[src/rtl/muldiv_sequencer.sv]
// muldiv_sequencer: HI/LO owner; sequences multi-cycle MUL/DIV and MTHI/MTLO writes.
// Latency: MUL result at accept+MUL_CYCLES, DIV at accept+DATA_BITS+1, MTHI/MTLO next cycle.
// Backpressure: start is ignored while busy; stall asks upstream to hold start/op/operands.
//
// Ports: clk/rst_n (async active-low); start/op/rs_val/rt_val command in;
//   flush cancels an in-flight MUL/DIV; rd_hilo flags an MFHI/MFLO read in decode;
//   ready/busy/stall status; done/div_zero one-cycle pulses; hi/lo register outputs.
// Option: define MULDIV_DIV_EN to build the restoring divider and the DIV state.
module muldiv_sequencer #(
  parameter int DATA_BITS  = 32,
  parameter int MUL_CYCLES = 3
) (
  input  logic                 clk,
  input  logic                 rst_n,
  input  logic                 start,
  input  logic [2:0]           op,
  input  logic [DATA_BITS-1:0] rs_val,
  input  logic [DATA_BITS-1:0] rt_val,
  input  logic                 flush,
  input  logic                 rd_hilo,
  output logic                 ready,
  output logic                 busy,
  output logic                 stall,
  output logic                 done,
  output logic                 div_zero,
  output logic [DATA_BITS-1:0] hi,
  output logic [DATA_BITS-1:0] lo
);
  localparam int N       = DATA_BITS;
  localparam int CNT_MAX = (N > MUL_CYCLES) ? N : MUL_CYCLES;
  localparam int CNT_W   = $clog2(CNT_MAX) + 1;

  localparam logic [2:0] OP_MULT  = 3'd0;
  localparam logic [2:0] OP_MULTU = 3'd1;
  localparam logic [2:0] OP_DIV   = 3'd2;
  localparam logic [2:0] OP_DIVU  = 3'd3;
  localparam logic [2:0] OP_MTHI  = 3'd4;
  localparam logic [2:0] OP_MTLO  = 3'd5;

  typedef enum logic [1:0] {S_IDLE, S_MUL, S_DIV} state_t;

  state_t           state_q, state_d;
  logic [CNT_W-1:0] cnt_q, cnt_d;
  logic [N-1:0]     hi_q, hi_d, lo_q, lo_d;
  logic [N-1:0]     a_q, a_d, b_q, b_d;
  logic             sgn_q, sgn_d;
  logic             done_q, done_d, dz_q, dz_d;

  // Full-width product of the latched operands, sign- or zero-extended.
  logic [2*N-1:0]   ext_a, ext_b, prod;
  assign ext_a = sgn_q ? {{N{a_q[N-1]}}, a_q} : {{N{1'b0}}, a_q};
  assign ext_b = sgn_q ? {{N{b_q[N-1]}}, b_q} : {{N{1'b0}}, b_q};
  assign prod  = ext_a * ext_b;

`ifdef MULDIV_DIV_EN
  // a_q is the dividend/quotient shift register, b_q the divisor magnitude.
  logic [N-1:0] rem_q, rem_d;
  logic         neg_quo_q, neg_quo_d, neg_rem_q, neg_rem_d, zdiv_q, zdiv_d;
  logic         fix_q, fix_d;
  logic         div_signed, rs_neg, rt_neg;
  logic [N:0]   shifted;
  logic [N-1:0] trial;
  logic         ge;

  assign div_signed = (op == OP_DIV);
  assign rs_neg     = div_signed & rs_val[N-1];
  assign rt_neg     = div_signed & rt_val[N-1];
  assign shifted    = {rem_q, a_q[N-1]};
  assign ge         = (shifted >= {1'b0, b_q});
  // With a zero divisor the trial always succeeds; truncation then leaves the
  // remainder equal to the dividend magnitude after the final step.
  assign trial      = shifted[N-1:0] - b_q;
`endif

  // State register
  always_ff @(posedge clk or negedge rst_n) begin
    if (!rst_n) begin
      state_q   <= S_IDLE;
      cnt_q     <= '0;
      hi_q      <= '0;
      lo_q      <= '0;
      a_q       <= '0;
      b_q       <= '0;
      sgn_q     <= 1'b0;
      done_q    <= 1'b0;
      dz_q      <= 1'b0;
`ifdef MULDIV_DIV_EN
      rem_q     <= '0;
      neg_quo_q <= 1'b0;
      neg_rem_q <= 1'b0;
      zdiv_q    <= 1'b0;
      fix_q     <= 1'b0;
`endif
    end else begin
      state_q   <= state_d;
      cnt_q     <= cnt_d;
      hi_q      <= hi_d;
      lo_q      <= lo_d;
      a_q       <= a_d;
      b_q       <= b_d;
      sgn_q     <= sgn_d;
      done_q    <= done_d;
      dz_q      <= dz_d;
`ifdef MULDIV_DIV_EN
      rem_q     <= rem_d;
      neg_quo_q <= neg_quo_d;
      neg_rem_q <= neg_rem_d;
      zdiv_q    <= zdiv_d;
      fix_q     <= fix_d;
`endif
    end
  end

  // Next-state and datapath
  always_comb begin
    state_d = state_q;
    cnt_d   = cnt_q;
    hi_d    = hi_q;
    lo_d    = lo_q;
    a_d     = a_q;
    b_d     = b_q;
    sgn_d   = sgn_q;
    done_d  = 1'b0;
    dz_d    = 1'b0;
`ifdef MULDIV_DIV_EN
    rem_d     = rem_q;
    neg_quo_d = neg_quo_q;
    neg_rem_d = neg_rem_q;
    zdiv_d    = zdiv_q;
    fix_d     = fix_q;
`endif
    case (state_q)
      S_IDLE: begin
        // A squash in the same cycle drops the command entirely.
        if (start && !flush) begin
          case (op)
            OP_MTHI: hi_d = rs_val;
            OP_MTLO: lo_d = rs_val;
            OP_MULT, OP_MULTU: begin
              a_d     = rs_val;
              b_d     = rt_val;
              sgn_d   = (op == OP_MULT);
              cnt_d   = CNT_W'(MUL_CYCLES - 1);
              state_d = S_MUL;
            end
            OP_DIV, OP_DIVU: begin
`ifdef MULDIV_DIV_EN
              a_d       = rs_neg ? -rs_val : rs_val;
              b_d       = rt_neg ? -rt_val : rt_val;
              rem_d     = '0;
              neg_quo_d = rs_neg ^ rt_neg;
              neg_rem_d = rs_neg;
              zdiv_d    = (rt_val == '0);
              fix_d     = 1'b0;
              cnt_d     = CNT_W'(N - 1);
              state_d   = S_DIV;
`else
              done_d = 1'b1;
              dz_d   = 1'b1;
`endif
            end
            default: ;
          endcase
        end
      end
      S_MUL: begin
        if (flush) begin
          state_d = S_IDLE;
        end else if (cnt_q == '0) begin
          hi_d    = prod[2*N-1:N];
          lo_d    = prod[N-1:0];
          done_d  = 1'b1;
          state_d = S_IDLE;
        end else begin
          cnt_d = cnt_q - 1'b1;
        end
      end
      S_DIV: begin
`ifdef MULDIV_DIV_EN
        if (flush) begin
          state_d = S_IDLE;
        end else if (fix_q) begin
          // Sign fix-up cycle; a zero divisor keeps the all-ones quotient.
          lo_d    = (neg_quo_q && !zdiv_q) ? -a_q : a_q;
          hi_d    = neg_rem_q ? -rem_q : rem_q;
          done_d  = 1'b1;
          dz_d    = zdiv_q;
          fix_d   = 1'b0;
          state_d = S_IDLE;
        end else begin
          rem_d = ge ? trial : shifted[N-1:0];
          a_d   = {a_q[N-2:0], ge};
          if (cnt_q == '0) fix_d = 1'b1;
          else             cnt_d = cnt_q - 1'b1;
        end
`else
        state_d = S_IDLE;
`endif
      end
      default: state_d = S_IDLE;
    endcase
  end

  // Outputs
  always_comb begin
    ready    = (state_q == S_IDLE);
    busy     = (state_q != S_IDLE);
    stall    = (state_q != S_IDLE) & (start | rd_hilo);
    done     = done_q;
    div_zero = dz_q;
    hi       = hi_q;
    lo       = lo_q;
  end

endmodule

[config.mk]
export PLATFORM = sky130hd
export DESIGN_NAME = muldiv_sequencer
export DESIGN_NICKNAME = d
export VERILOG_FILES = /design/src/rtl/muldiv_sequencer.sv
export SDC_FILE = /design/constraint.sdc
export NUM_CORES = 2
export LEC_CHECK = 0
export ABC_AREA = 1
export BUFFER_PORTS_ARGS = -buffer_cell sky130_fd_sc_hd__buf_2
export CORE_MARGIN = 2
export CORE_UTILIZATION = 29
export DETAILED_ROUTE_END_ITERATION = 8
export GPL_ROUTABILITY_DRIVEN = 0
export HOLD_SLACK_MARGIN = 0.02
export PLACE_DENSITY = 0.39
export SYNTH_ARGS = -nofsm -noshare
export SYNTH_HDL_FRONTEND = slang
export SYNTH_SLANG_ARGS = --single-unit
[constraint.sdc]
create_clock -name clk -period 27.5 [get_ports clk]
set_clock_uncertainty 0.1 [all_clocks]
set_input_delay 1.375 -clock clk [delete_from_list [all_inputs] [get_ports clk]]
set_output_delay 1.375 -clock clk [all_outputs]
set_load 0.05 [all_outputs]
==> results.toml <==
[status]
outcome = "finished, final reports clean"

[synthesis]
synth_area_leaders = "fa_1, inv_1, nand2_1, ha_1, dfrtp_1"
synth.most_common_cell = "inv_1"
yosysUniqueCellTypes = 52
ys_seq_area_share_pct = 6.19
ys_ff_latch = 138
synth_cells = 6865
synth-main-ff-cell = "dfrtp_1"
synth_fp_nets = 8665
syn_area_um2 = 55800
async_flop_share_pct = 100
syn_avg_cell_area_um2 = 8.12
synth_common_cells = "inv_1, nand2_1, fa_1"
yosys.area.top_type = "fa_1"
synth_edf_count = 0
synth_top_area_share_pct = 50.9
yosysWarnings = 0

[grt]
grt_first_pass_wirelength_mm = 316
grt_start_max_net_pins = 99
gr-usage-met3_pct = 2.62
grtUsageTotal_pct = 22.1
overflow = 0
first_global_vias = 46230
antenna_found_initial = 12
use_met1_pct = 31.6
use_met2_pct = 36.2
globalRoute.busiestLayer = "met2"

[clock_network]
worstSkewPairLatency_ps = 530
path_clk_slew_ps = 70
cts_made_buffers = 17
clock-sinks = 138
root_buffer = "clkbuf_16"
cts_tree = "built"
post_cts_buffers = 0
cts_buffer_depth = 2
cts_resized = 0
htreeDepth = 4
cts.hold.buffers_added = 0

[sta]
slew_violations = 0
rsz0062_at_grt = "false"
period_minus_slack_ps = 10630
max_freq_mhz = 94.0
finalHoldViolations = 0
worst_pin_slew_ps = 1220
setup_tns_ps = 0
setup_viol = 0
relSlewSlack_pct = 18.4
fin_crit_sh_pct = 38.7

[setup_path]
cp_max_fo = 34
startpoint_type = "register"
rr_startpoint = "a_q[31]$_DFFE_PN0P_"
reg2reg_to = "hi[29]$_DFFE_PN0P_"
setup.worst_path.start = "a_q[31]$_DFFE_PN0P_"
crit_arrival_ps = 10970
rrSetupSlack_ps = 16870
reg2reg_depth = 28
critPathSlowestCell = "fa_1"
path_common_cell = "fa_1"
endpoint_kind = "register"
crit_required_ps = 27840
cpPeakStageDelay_ps = 910
criticalPathCategory = "register to register"

[routing]
wl_per_cell_um = 22.5
antenna_left = 0
dr.first_iter.drc_count = 2866
vias = 41987
first_pass_iters = 7
wl_mm = 210
drt-vias-per-instance = 4.50
drc = 0

[floorplanning]
coreArea_um2 = 191000
initial_utilization_pct = 29.3
die_height_um = 443
die_w_um = 443
die_area_um2 = 196000
io_pins = 141
rows = 160

[worst_hold_path]
min_to = "a_q[22]$_DFFE_PN0P_"
min_path_type = "register to register"
min_from = "a_q[22]$_DFFE_PN0P_"
whs_path_depth = 2

[final_layout]
drive_gt1_share_pct = 5.21
finalNonFillerCells = 9333
fillers = 20682
area_growth_pct = 7.08
nets = 8606

[placed_design]
dp_cells = 9298
dpl.hpwl_mm = 175
io_buffers = 140

[job]
maxCapViolCount = 0
==> stage by stage <==
stage / setup WS, ps / hold slack (ps) / util [%] / instance area [um^2]
after global placement: 16970 / 373 / 31.0 / 59100
after floorplan: 18790 / 392 / - / 55800
after CTS: 16940 / 398 / 31.3 / 59700
after global routing: 16440 / 443 / 31.3 / 59700
final: 16870 / 398 / 31.3 / 59700
after detailed placement: 16950 / 380 / 31.0 / 59100
==> metal layers <==
metal  vias to the layer above  wire length (um)
met5                         -                21
met1                     21931             97000
met2                      1125             98400
li1                      18821                 -
met3                       106             10700
met4                         4              3920
==> area by class of cell <==
class                           instances  area [um^2]  area share, %
Antenna cell                            4         10.0         0.0168
Clock buffer                           19          443          0.742
Clock inverter                         12          165          0.277
Inverter                             2291         8610           14.4
Multi-Input combinational cell       4138        42600           71.3
Sequential cell                       138         3460           5.80
Tap cell                             2511         3140           5.26
Timing Repair Buffer                  220         1320           2.21
==> worst max-delay path, delay by kind of cell (launching register included) <==
kind                     cells  cell delay [ps]
AO/OA/AOI/OAI                1              210
adder cells (fa/ha/maj)     11             6210
buffers and inverters        8             1690
flip-flops                   1              320
AND/OR/NAND/NOR              8             1980
==> cells in the final DEF (no fill, tap or decap), types with 11 or more instances in the layout <==
cell and n:
or2_2 16, o21ai_0 92, dfrtp_1 130, o21bai_1 11, nand2_1 1537, ha_1 309, inv_2 23, xnor2_1 13
clkbuf_16 17, fa_1 1419, nor2_1 289, buf_4 79, nand3_1 107, inv_1 2264, nand2_2 12, a31oi_1 29
or2_1 11, o21ai_1 24, a21oi_1 156, buf_2 139
==> cell families (layout without fill, tap and decap cells) <==
group	after synthesis	in the layout	synth area share, %
buffers and inverters	2589	2542	17.5
and+or+nand+nor	2038	2038	14.6
adders and majority gates	1728	1728	57.9
AOI/OAI and AO/OA	349	349	3.46
DFF	138	138	6.19
xor gates and xnor gates	23	23	0.361
other	0	4	0
==> worst max path at each step <==
stage	end	slack (ps)	cells after the start
3_5_place_dp	hi[29]$_DFFE_PN0P_	16950	28
5_1_grt	hi[29]$_DFFE_PN0P_	16440	30
3_3_place_gp	hi[29]$_DFFE_PN0P_	16970	28
4_1_cts	hi[29]$_DFFE_PN0P_	16940	28
2_1_floorplan	hi[31]$_DFFE_PN0P_	18790	31
6_report	hi[29]$_DFFE_PN0P_	16870	28
==> state kept, by name, indices dropped and copies added, names as in the netlist <==
signal    cells
a_q          32
b_q          32
cnt_q         6
div_zero      1
done          1
hi           32
lo           32
sgn_q         1
state_q       1
Power is left out: the tool's default activity adds up to more than one toggle a clock period on the data nets, which glitch-free logic cannot reach.
